==> src/rtl/id_decode_pipe_pkg.sv <==
// Shared types for the instruction-decode pipeline stage.
//   - opcode constants (instr[15:12])
//   - id_state_t : decode FSM states
//   - id_dec_t   : registered decoded bundle handed to execute
package id_decode_pipe_pkg;

    localparam logic [3:0] OP_IN  = 4'h1;
    localparam logic [3:0] OP_WR  = 4'h2;
    localparam logic [3:0] OP_JMP = 4'h3;
    localparam logic [3:0] OP_JN  = 4'h4;
    localparam logic [3:0] OP_JR  = 4'h5;

    typedef enum logic [1:0] {
        RUN   = 2'd0,
        STALL = 2'd1,
        SKIP  = 2'd2
    } id_state_t;

    typedef struct packed {
        logic        in_ena;
        logic        off_rd_ena;
        logic        wr_ena;
        logic        off_wr_ena;
        logic        jmp;
        logic        alu_ena;
        logic [2:0]  rd;
        logic [3:0]  rm;
        logic [3:0]  rs;
        logic [4:0]  mem_adr;
        logic [2:0]  off_adr;
        logic [3:0]  jkind;
        logic [11:0] cnt;
        logic [7:0]  alu;
        logic [3:0]  a1;
        logic [3:0]  a2;
    } id_dec_t;

endpackage

==> src/rtl/id_decode_pipe_if.sv <==
// Fetch/decode/execute handshake bundle for id_decode_pipe.
//   master : instruction source + execute side (drives instr, valid, dec_rdy, flush)
//   slave  : the decode stage
interface id_decode_pipe_if #(
    parameter int INSTR_W = 16
);
    logic [INSTR_W-1:0]          instr_i;
    logic                        instr_vld_i;
    logic                        instr_rdy_o;
    id_decode_pipe_pkg::id_dec_t dec_o;
    logic                        dec_vld_o;
    logic                        dec_rdy_i;
    logic                        flush_i;
    logic                        haz_o;

    modport master (
        output instr_i, instr_vld_i, dec_rdy_i, flush_i,
        input  instr_rdy_o, dec_o, dec_vld_o, haz_o
    );

    modport slave (
        input  instr_i, instr_vld_i, dec_rdy_i, flush_i,
        output instr_rdy_o, dec_o, dec_vld_o, haz_o
    );
endinterface

==> src/rtl/id_decode_pipe_comb.sv <==
// Purely combinational opcode decode for id_decode_pipe.
// Ports:
//   instr : instruction bits [15:0]
//   dec   : decoded bundle; every field not owned by the opcode is zero
module id_decode_comb
    import id_decode_pipe_pkg::*;
#(
    parameter int CNT_W = 12
) (
    input  logic [15:0] instr,
    output id_dec_t     dec
);
    // Jump target is the low CNT_W bits, zero-extended to the 12-bit field.
    localparam logic [11:0] CNT_MASK = 12'((13'd1 << CNT_W) - 13'd1);

    logic [3:0] opcode;

    assign opcode = instr[15:12];

    always_comb begin
        dec = '0;
        case (opcode)
            OP_IN: begin
                dec.rd = instr[11:9];
                if (instr[8:5] == 4'd0) begin
                    dec.in_ena  = 1'b1;
                    dec.mem_adr = instr[4:0];
                end else begin
                    dec.off_rd_ena = 1'b1;
                    dec.rm         = instr[8:5];
                end
            end
            OP_WR: begin
                dec.wr_ena = 1'b1;
                dec.rs     = instr[11:8];
                if (instr[7:5] == 3'd0) begin
                    dec.mem_adr = instr[4:0];
                end else begin
                    dec.off_wr_ena = 1'b1;
                    dec.off_adr    = instr[7:5];
                end
            end
            OP_JMP, OP_JN, OP_JR: begin
                dec.jmp   = 1'b1;
                dec.jkind = opcode;
                dec.cnt   = instr[11:0] & CNT_MASK;
            end
            default: begin
                if (instr[15:11] != 5'd0) begin
                    dec.alu_ena = 1'b1;
                    dec.alu     = instr[15:8];
                    dec.a1      = instr[7:4];
                    dec.a2      = instr[3:0];
                end
            end
        endcase
    end

endmodule

==> src/rtl/id_decode_pipe.sv <==
// Instruction decode stage: one-cycle registered decode with valid/ready
// handshakes, jump shadow skipping, execute-side flush and (optionally) a
// load-use hazard scoreboard.
// Optional feature macro: ID_HAZARD_STALL_EN -- compiles the scoreboard and the
// STALL state; without it haz_o is tied low and the stage never stalls.
// Ports:
//   clk_i : clock, all state on rising edge
//   rst   : asynchronous reset, active high
//   bus   : id_decode_pipe_if.slave (instr/valid/ready in, dec bundle out,
//           flush in, haz out)
//
// state | meaning
// RUN   | normal decode, one instruction per handshake
// STALL | waiting for a pending IN destination to retire
// SKIP  | jump issued; next accepted instruction is discarded
module id_decode_pipe
    import id_decode_pipe_pkg::*;
#(
    parameter int INSTR_W  = 16,
    parameter int CNT_W    = 12,
    parameter int LOAD_LAT = 2
) (
    input  logic            clk_i,
    input  logic            rst,
    id_decode_pipe_if.slave bus
);
    id_state_t          state, state_nxt;
    id_dec_t            dec, dec_q;
    logic               dec_vld_q;
    logic               can_take, haz_det, rdy, accept, issue;
    logic [INSTR_W-1:0] instr;

    assign instr = bus.instr_i;

    id_decode_comb #(.CNT_W(CNT_W)) u_comb (
        .instr (instr[15:0]),
        .dec   (dec)
    );

    assign can_take = !dec_vld_q || bus.dec_rdy_i;
    // The cycle that detects a hazard already refuses the instruction so the
    // source never sees a handshake that the stage then ignores.
    assign rdy      = (state != STALL) && can_take && !haz_det;
    assign accept   = bus.instr_vld_i && rdy && !bus.flush_i;
    assign issue    = accept && (state == RUN);

`ifdef ID_HAZARD_STALL_EN
    localparam logic [2:0] LAT = 3'(LOAD_LAT);

    logic [3:0] pend_reg;
    logic [2:0] pend_cnt;
    logic       src_hit;

    always_comb begin
        src_hit = (dec.alu_ena && ((dec.a1 == pend_reg) || (dec.a2 == pend_reg)))
               || (dec.wr_ena && (dec.rs == pend_reg));
    end

    assign haz_det = (state == RUN) && bus.instr_vld_i && (pend_cnt != 3'd0) && src_hit;

    always_ff @(posedge clk_i or posedge rst) begin
        if (rst) begin
            pend_reg <= '0;
            pend_cnt <= '0;
        end else if (bus.flush_i) begin
            pend_reg <= '0;
            pend_cnt <= '0;
        end else if (issue && dec.in_ena) begin
            pend_reg <= {1'b0, dec.rd};
            pend_cnt <= LAT;
        end else if (pend_cnt != 3'd0) begin
            pend_cnt <= pend_cnt - 3'd1;
        end
    end

    assign bus.haz_o = haz_det || (state == STALL);
`else
    assign haz_det   = 1'b0;
    assign bus.haz_o = 1'b0;
`endif

    always_comb begin
        state_nxt = state;
        if (bus.flush_i) begin
            state_nxt = RUN;
        end else begin
            case (state)
                RUN: begin
                    if (haz_det)
                        state_nxt = STALL;
                    else if (issue && dec.jmp)
                        state_nxt = SKIP;
                end
`ifdef ID_HAZARD_STALL_EN
                // Leave once the counter is about to hit zero, so the waiting
                // instruction is re-examined the cycle the pending load retires.
                STALL: begin
                    if (pend_cnt <= 3'd1)
                        state_nxt = RUN;
                end
`endif
                SKIP: begin
                    if (accept)
                        state_nxt = RUN;
                end
                default: state_nxt = RUN;
            endcase
        end
    end

    always_ff @(posedge clk_i or posedge rst) begin
        if (rst)
            state <= RUN;
        else
            state <= state_nxt;
    end

    always_ff @(posedge clk_i or posedge rst) begin
        if (rst) begin
            dec_q     <= '0;
            dec_vld_q <= 1'b0;
        end else if (bus.flush_i) begin
            dec_vld_q <= 1'b0;
        end else if (issue) begin
            dec_q     <= dec;
            dec_vld_q <= 1'b1;
        end else if (bus.dec_rdy_i) begin
            dec_vld_q <= 1'b0;
        end
    end

    assign bus.instr_rdy_o = rdy;
    assign bus.dec_o       = dec_q;
    assign bus.dec_vld_o   = dec_vld_q;

endmodule

==> src/flat_wrapper.sv <==
// flat-port wrapper written by rule: the top's interface ports become plain ports
module id_decode_pipe_flat import id_decode_pipe_pkg::*;
#(
    parameter int INSTR_W  = 16,
    parameter int CNT_W    = 12,
    parameter int LOAD_LAT = 2
)
  (clk_i, rst, bus_instr_i, bus_instr_vld_i, bus_dec_rdy_i, bus_flush_i, bus_instr_rdy_o, bus_dec_o, bus_dec_vld_o, bus_haz_o);
  id_decode_pipe_if #(.INSTR_W(INSTR_W)) bus_i ();
  input  logic clk_i;
  input  logic rst;
  input wire logic [$bits(bus_i.instr_i)-1:0] bus_instr_i;
  input wire logic [$bits(bus_i.instr_vld_i)-1:0] bus_instr_vld_i;
  input wire logic [$bits(bus_i.dec_rdy_i)-1:0] bus_dec_rdy_i;
  input wire logic [$bits(bus_i.flush_i)-1:0] bus_flush_i;
  output wire logic [$bits(bus_i.instr_rdy_o)-1:0] bus_instr_rdy_o;
  output wire logic [$bits(bus_i.dec_o)-1:0] bus_dec_o;
  output wire logic [$bits(bus_i.dec_vld_o)-1:0] bus_dec_vld_o;
  output wire logic [$bits(bus_i.haz_o)-1:0] bus_haz_o;
  assign bus_i.instr_i = bus_instr_i;
  assign bus_i.instr_vld_i = bus_instr_vld_i;
  assign bus_i.dec_rdy_i = bus_dec_rdy_i;
  assign bus_i.flush_i = bus_flush_i;
  assign bus_instr_rdy_o = bus_i.instr_rdy_o;
  assign bus_dec_o = bus_i.dec_o;
  assign bus_dec_vld_o = bus_i.dec_vld_o;
  assign bus_haz_o = bus_i.haz_o;
  id_decode_pipe #(.INSTR_W(INSTR_W), .CNT_W(CNT_W), .LOAD_LAT(LOAD_LAT)) u_core (.clk_i(clk_i), .rst(rst), .bus(bus_i));
endmodule
==> config.mk <==
export PLATFORM = sky130hd
export DESIGN_NAME = id_decode_pipe_flat
export DESIGN_NICKNAME = d
export VERILOG_FILES = /design/src/rtl/id_decode_pipe_pkg.sv /design/src/rtl/id_decode_pipe_if.sv /design/src/rtl/id_decode_pipe_comb.sv /design/src/rtl/id_decode_pipe.sv /design/src/flat_wrapper.sv
export SDC_FILE = /design/constraint.sdc
export NUM_CORES = 1
export LEC_CHECK = 0
export ABC_AREA = 1
export ABC_CLOCK_PERIOD_IN_PS = 2300
export BUFFER_PORTS_ARGS = -buffer_cell sky130_fd_sc_hd__buf_2
export CORE_MARGIN = 5
export CORE_UTILIZATION = 51
export DETAILED_ROUTE_END_ITERATION = 10
export PLACE_DENSITY = 0.87
export SYNTH_ARGS = -nofsm -noshare
export SYNTH_HDL_FRONTEND = slang
export SYNTH_SLANG_ARGS = --single-unit
==> constraint.sdc <==
create_clock -name clk_i -period 2.3 [get_ports clk_i]
set_input_delay 0.46 -clock clk_i [delete_from_list [all_inputs] [get_ports clk_i]]
set_output_delay 0.46 -clock clk_i [all_outputs]
set_load 0.005 [all_outputs]
==> flow_metrics.py <==
metrics = {
    "power_and_ir_drop": {
        "pwr-share-clk_pct": 43.0,
        "p_int_mw": 2.011,
        "p_per_area_mw_per_mm2": 807.5,
        "leakage_nw": 2.016,
        "seqPwrFrac_pct": 44.0,
        "combinationalPowerShare_pct": 13.1,
        "p_sw_mw": 0.6635,
        "ir_worst_vdd_v": 0.0004249,
        "swShare_pct": 24.81,
    },
    "critical_path": {
        "crit_type": "reg -> reg",
        "endpoint_kind": "register",
        "cp_slowest_stage_delay_ns": 0.39,
        "cp-start-kind": "register",
        "critPathBufInv": 1,
        "crit_chain": "nand2_2, nand2_2, nor2_8, inv_4, nor2_1, nand2_1, nand2_1",
        "reg2reg_depth": 7,
        "r2r_slack_ns": 0.67,
        "cp.arrival_ns": 1.90,
        "crit_cells": 7,
        "cp_top_family": "simple AND/OR/NAND/NOR gates",
        "critPathSlowestCell": "dfrtp_1",
        "crit_fanout": 62,
        "crit-reg2reg-launch": "u_core.bus.dec_vld_o",
        "r2r_end": "u_core.bus.dec_o[14]",
        "cp.required_ns": 2.57,
    },
    "detailed_routing": {
        "route.met2.wl_mm": 2.861,
        "met1_length_mm": 2.780,
        "ant_nets": 0,
        "met3RoutedLength_um": 566,
        "dr.max_layer_used": "met4",
        "totalWireLength_mm": 6.407,
        "wire_per_inst_um": 13.84,
        "first_pass_iters": 5,
        "drtIter0Drc": 126,
        "vias": 2270,
        "drc": 0,
        "viasPerCell": 4.903,
    },
    "global_route": {
        "overflow": 0,
        "antenna_found_initial": 0,
        "track_usage_pct": 21.06,
        "grt_pass1_wl_mm": 10.44,
        "grt_pass1_vias": 2218,
        "grt_max_degree": 63,
    },
    "floorplan": {
        "std_cell_rows": 26,
        "die_h_um": 82.38,
        "start_util_pct": 52.30,
        "dieWidth_um": 82.38,
        "num_io_pins": 81,
        "die_area_sq_mm": 0.006786,
        "core_sq_mm": 0.005107,
    },
    "finish": {
        "seq_area_sq_mm": 0.001476,
        "insertedDiodeCount": 0,
        "drive_gt1_share_pct": 32.57,
        "final_cell_area_sq_mm": 0.003312,
        "area_growth_pct": 23.98,
        "fin_nets": 409,
        "multi_input_comb_area_sq_um": 965.9,
        "fill_cells": 435,
    },
    "sta": {
        "clock_skew_ns": 0.005286,
        "fin_hold_ws_ns": 0.3144,
        "rsz0062_at_grt": "no",
        "setup_violations": 0,
        "slew-limit-headroom_pct": 52.47,
        "setup_tns_ns": 0,
        "post-route-period-util_pct": 70.66,
        "slew_violations": 0,
        "max_freq_mhz": 615.3,
        "min_period_ns": 1.625,
        "worst_slew_pin_slew_ns": 0.7129,
        "hold_viol_final": 0,
        "setup_ws_ns": 0.6748,
    },
    "synth": {
        "syn-num-nets": 330,
        "yosysMostFrequentCell": "nand2_1",
        "ys_types": 21,
        "ys_seq_area_share_pct": 55.27,
        "yosysWarnings": 0,
        "synth_top_area_share_pct": 55.27,
        "synth-seq-cells": 59,
        "syn-cell-area_sq_mm": 0.002671,
        "synth_area_per_cell_sq_um": 8.645,
        "syn_inst": 309,
        "synth-edff-count": 0,
        "synth_area_leaders": "dfrtp_1 55%, nand2_1 17%, inv_1 4.5%",
        "postSynth.asyncResetShare_pct": 100.0,
        "ys_top_cells_by_count": "119 x nand2_1, 59 x dfrtp_1, 32 x inv_1",
        "synth_flop_cell": "dfrtp_1",
        "synth_top_area_cell": "dfrtp_1",
    },
    "clocking": {
        "h-tree-depth": 3,
        "cts-root-buf": "clkbuf_8",
        "cts_tree": "built",
        "cts_made_buffers": 9,
        "cts_buffer_depth": 2,
        "cts.repair.resized": 0,
        "clk_pin_slew_ns": 0.07,
        "numClockSinks": 59,
        "clk_latency_ns": 0.34,
        "postCtsSetupBuffers": 0,
        "ctsHoldBuffers": 0,
    },
    "run_status": {
        "status": "finished, final reports clean",
    },
    "place": {
        "place_area_sq_mm": 0.003070,
        "dp_hpwl_mm": 4.463,
        "portBuffers": 79,
        "place_congestion": 0.8228,
        "dpl_worst_slack_ns": 0.4762,
    },
    "min_path": {
        "hold_path_class": "in -> async",
    },
    "run": {
        "cap_violations": 0,
    },
}
[per-layer routing]
metal | up-vias | track usage, %
li1 | 1104 | -
met1 | 1063 | 25.79
met2 | 88 | 31.65
met3 | 15 | 9.002
met4 | 0 | 10.63
met5 | - | 0
[worst register-to-register path, cell delays in order (launching register included)]
cell	delay, ns
dfrtp_1	0.39
nand2_2	0.09
nand2_2	0.09
nor2_8	0.34
inv_4	0.32
nor2_1	0.18
nand2_1	0.06
nand2_1	0.08
[flip-flops by register name, indices dropped and copies added, names as in the netlist]
name	cells
u_core.bus.dec_o	57
u_core.bus.dec_vld_o	1
u_core.state	1
[metrics by stage]
stage,power (mW),instances,util [%]
detailed placement,1.548,447,60.12
floorplan,1.397,309,-
global placement,1.539,447,60.12
CTS,2.695,463,64.85
global route,2.812,463,64.85
finish,2.674,463,64.85
[cell families (layout without fill, tap and decap cells)]
group,count (synthesis),after routing,synth area share (%)
DFF,59,59,55.27
and+or+nand+nor,168,168,28.71
buffers and inverters,48,132,8.571
AOI/OAI and AO/OA,33,33,7.307
other,1,1,0.1404
[cell usage in the layout (no fill, tap or decap), drive strengths merged, types with 2 or more instances in the layout]
| master | netlist | final |
|---|---|---|
| o21ai | 33 | 33 |
| clkinv | 0 | 2 |
| nand3 | 20 | 20 |
| dfrtp | 59 | 59 |
| clkbuf | 0 | 11 |
| nor2 | 18 | 18 |
| inv | 36 | 36 |
| bufinv | 0 | 3 |
| buf | 12 | 80 |
| nand2 | 129 | 129 |
[worst max path at each step]
stage                               from              endpoint
global placement             bus_flush_i  u_core.bus.dec_o[12]
detailed placement           bus_flush_i  u_core.bus.dec_o[25]
finish              u_core.bus.dec_vld_o  u_core.bus.dec_o[14]
floorplan                            rst   u_core.bus.dec_o[0]
CTS                 u_core.bus.dec_vld_o  u_core.bus.dec_o[14]
global route        u_core.bus.dec_vld_o  u_core.bus.dec_o[11]
[power by group through the flow]
| stage | clock network, mW | logic (mW) | registers (mW) |
|---|---|---|---|
| floorplan | 0 | 0.195 | 1.20 |
| global placement | 0 | 0.345 | 1.19 |
| detailed placement | 0 | 0.354 | 1.19 |
| CTS | 1.16 | 0.356 | 1.18 |
| global route | 1.22 | 0.400 | 1.19 |
| finish | 1.15 | 0.349 | 1.18 |
[layout make-up]
cell class,count,share of cell area [%]
Inverter,36,4.156
Clock inverter,5,3.022
Timing Repair Buffer,80,12.16
Multi-Input combinational cell,202,29.17
Clock buffer,11,4.269
Sequential cell,59,44.58
Tap cell,70,2.645
(Power assumes the default switching activity.)
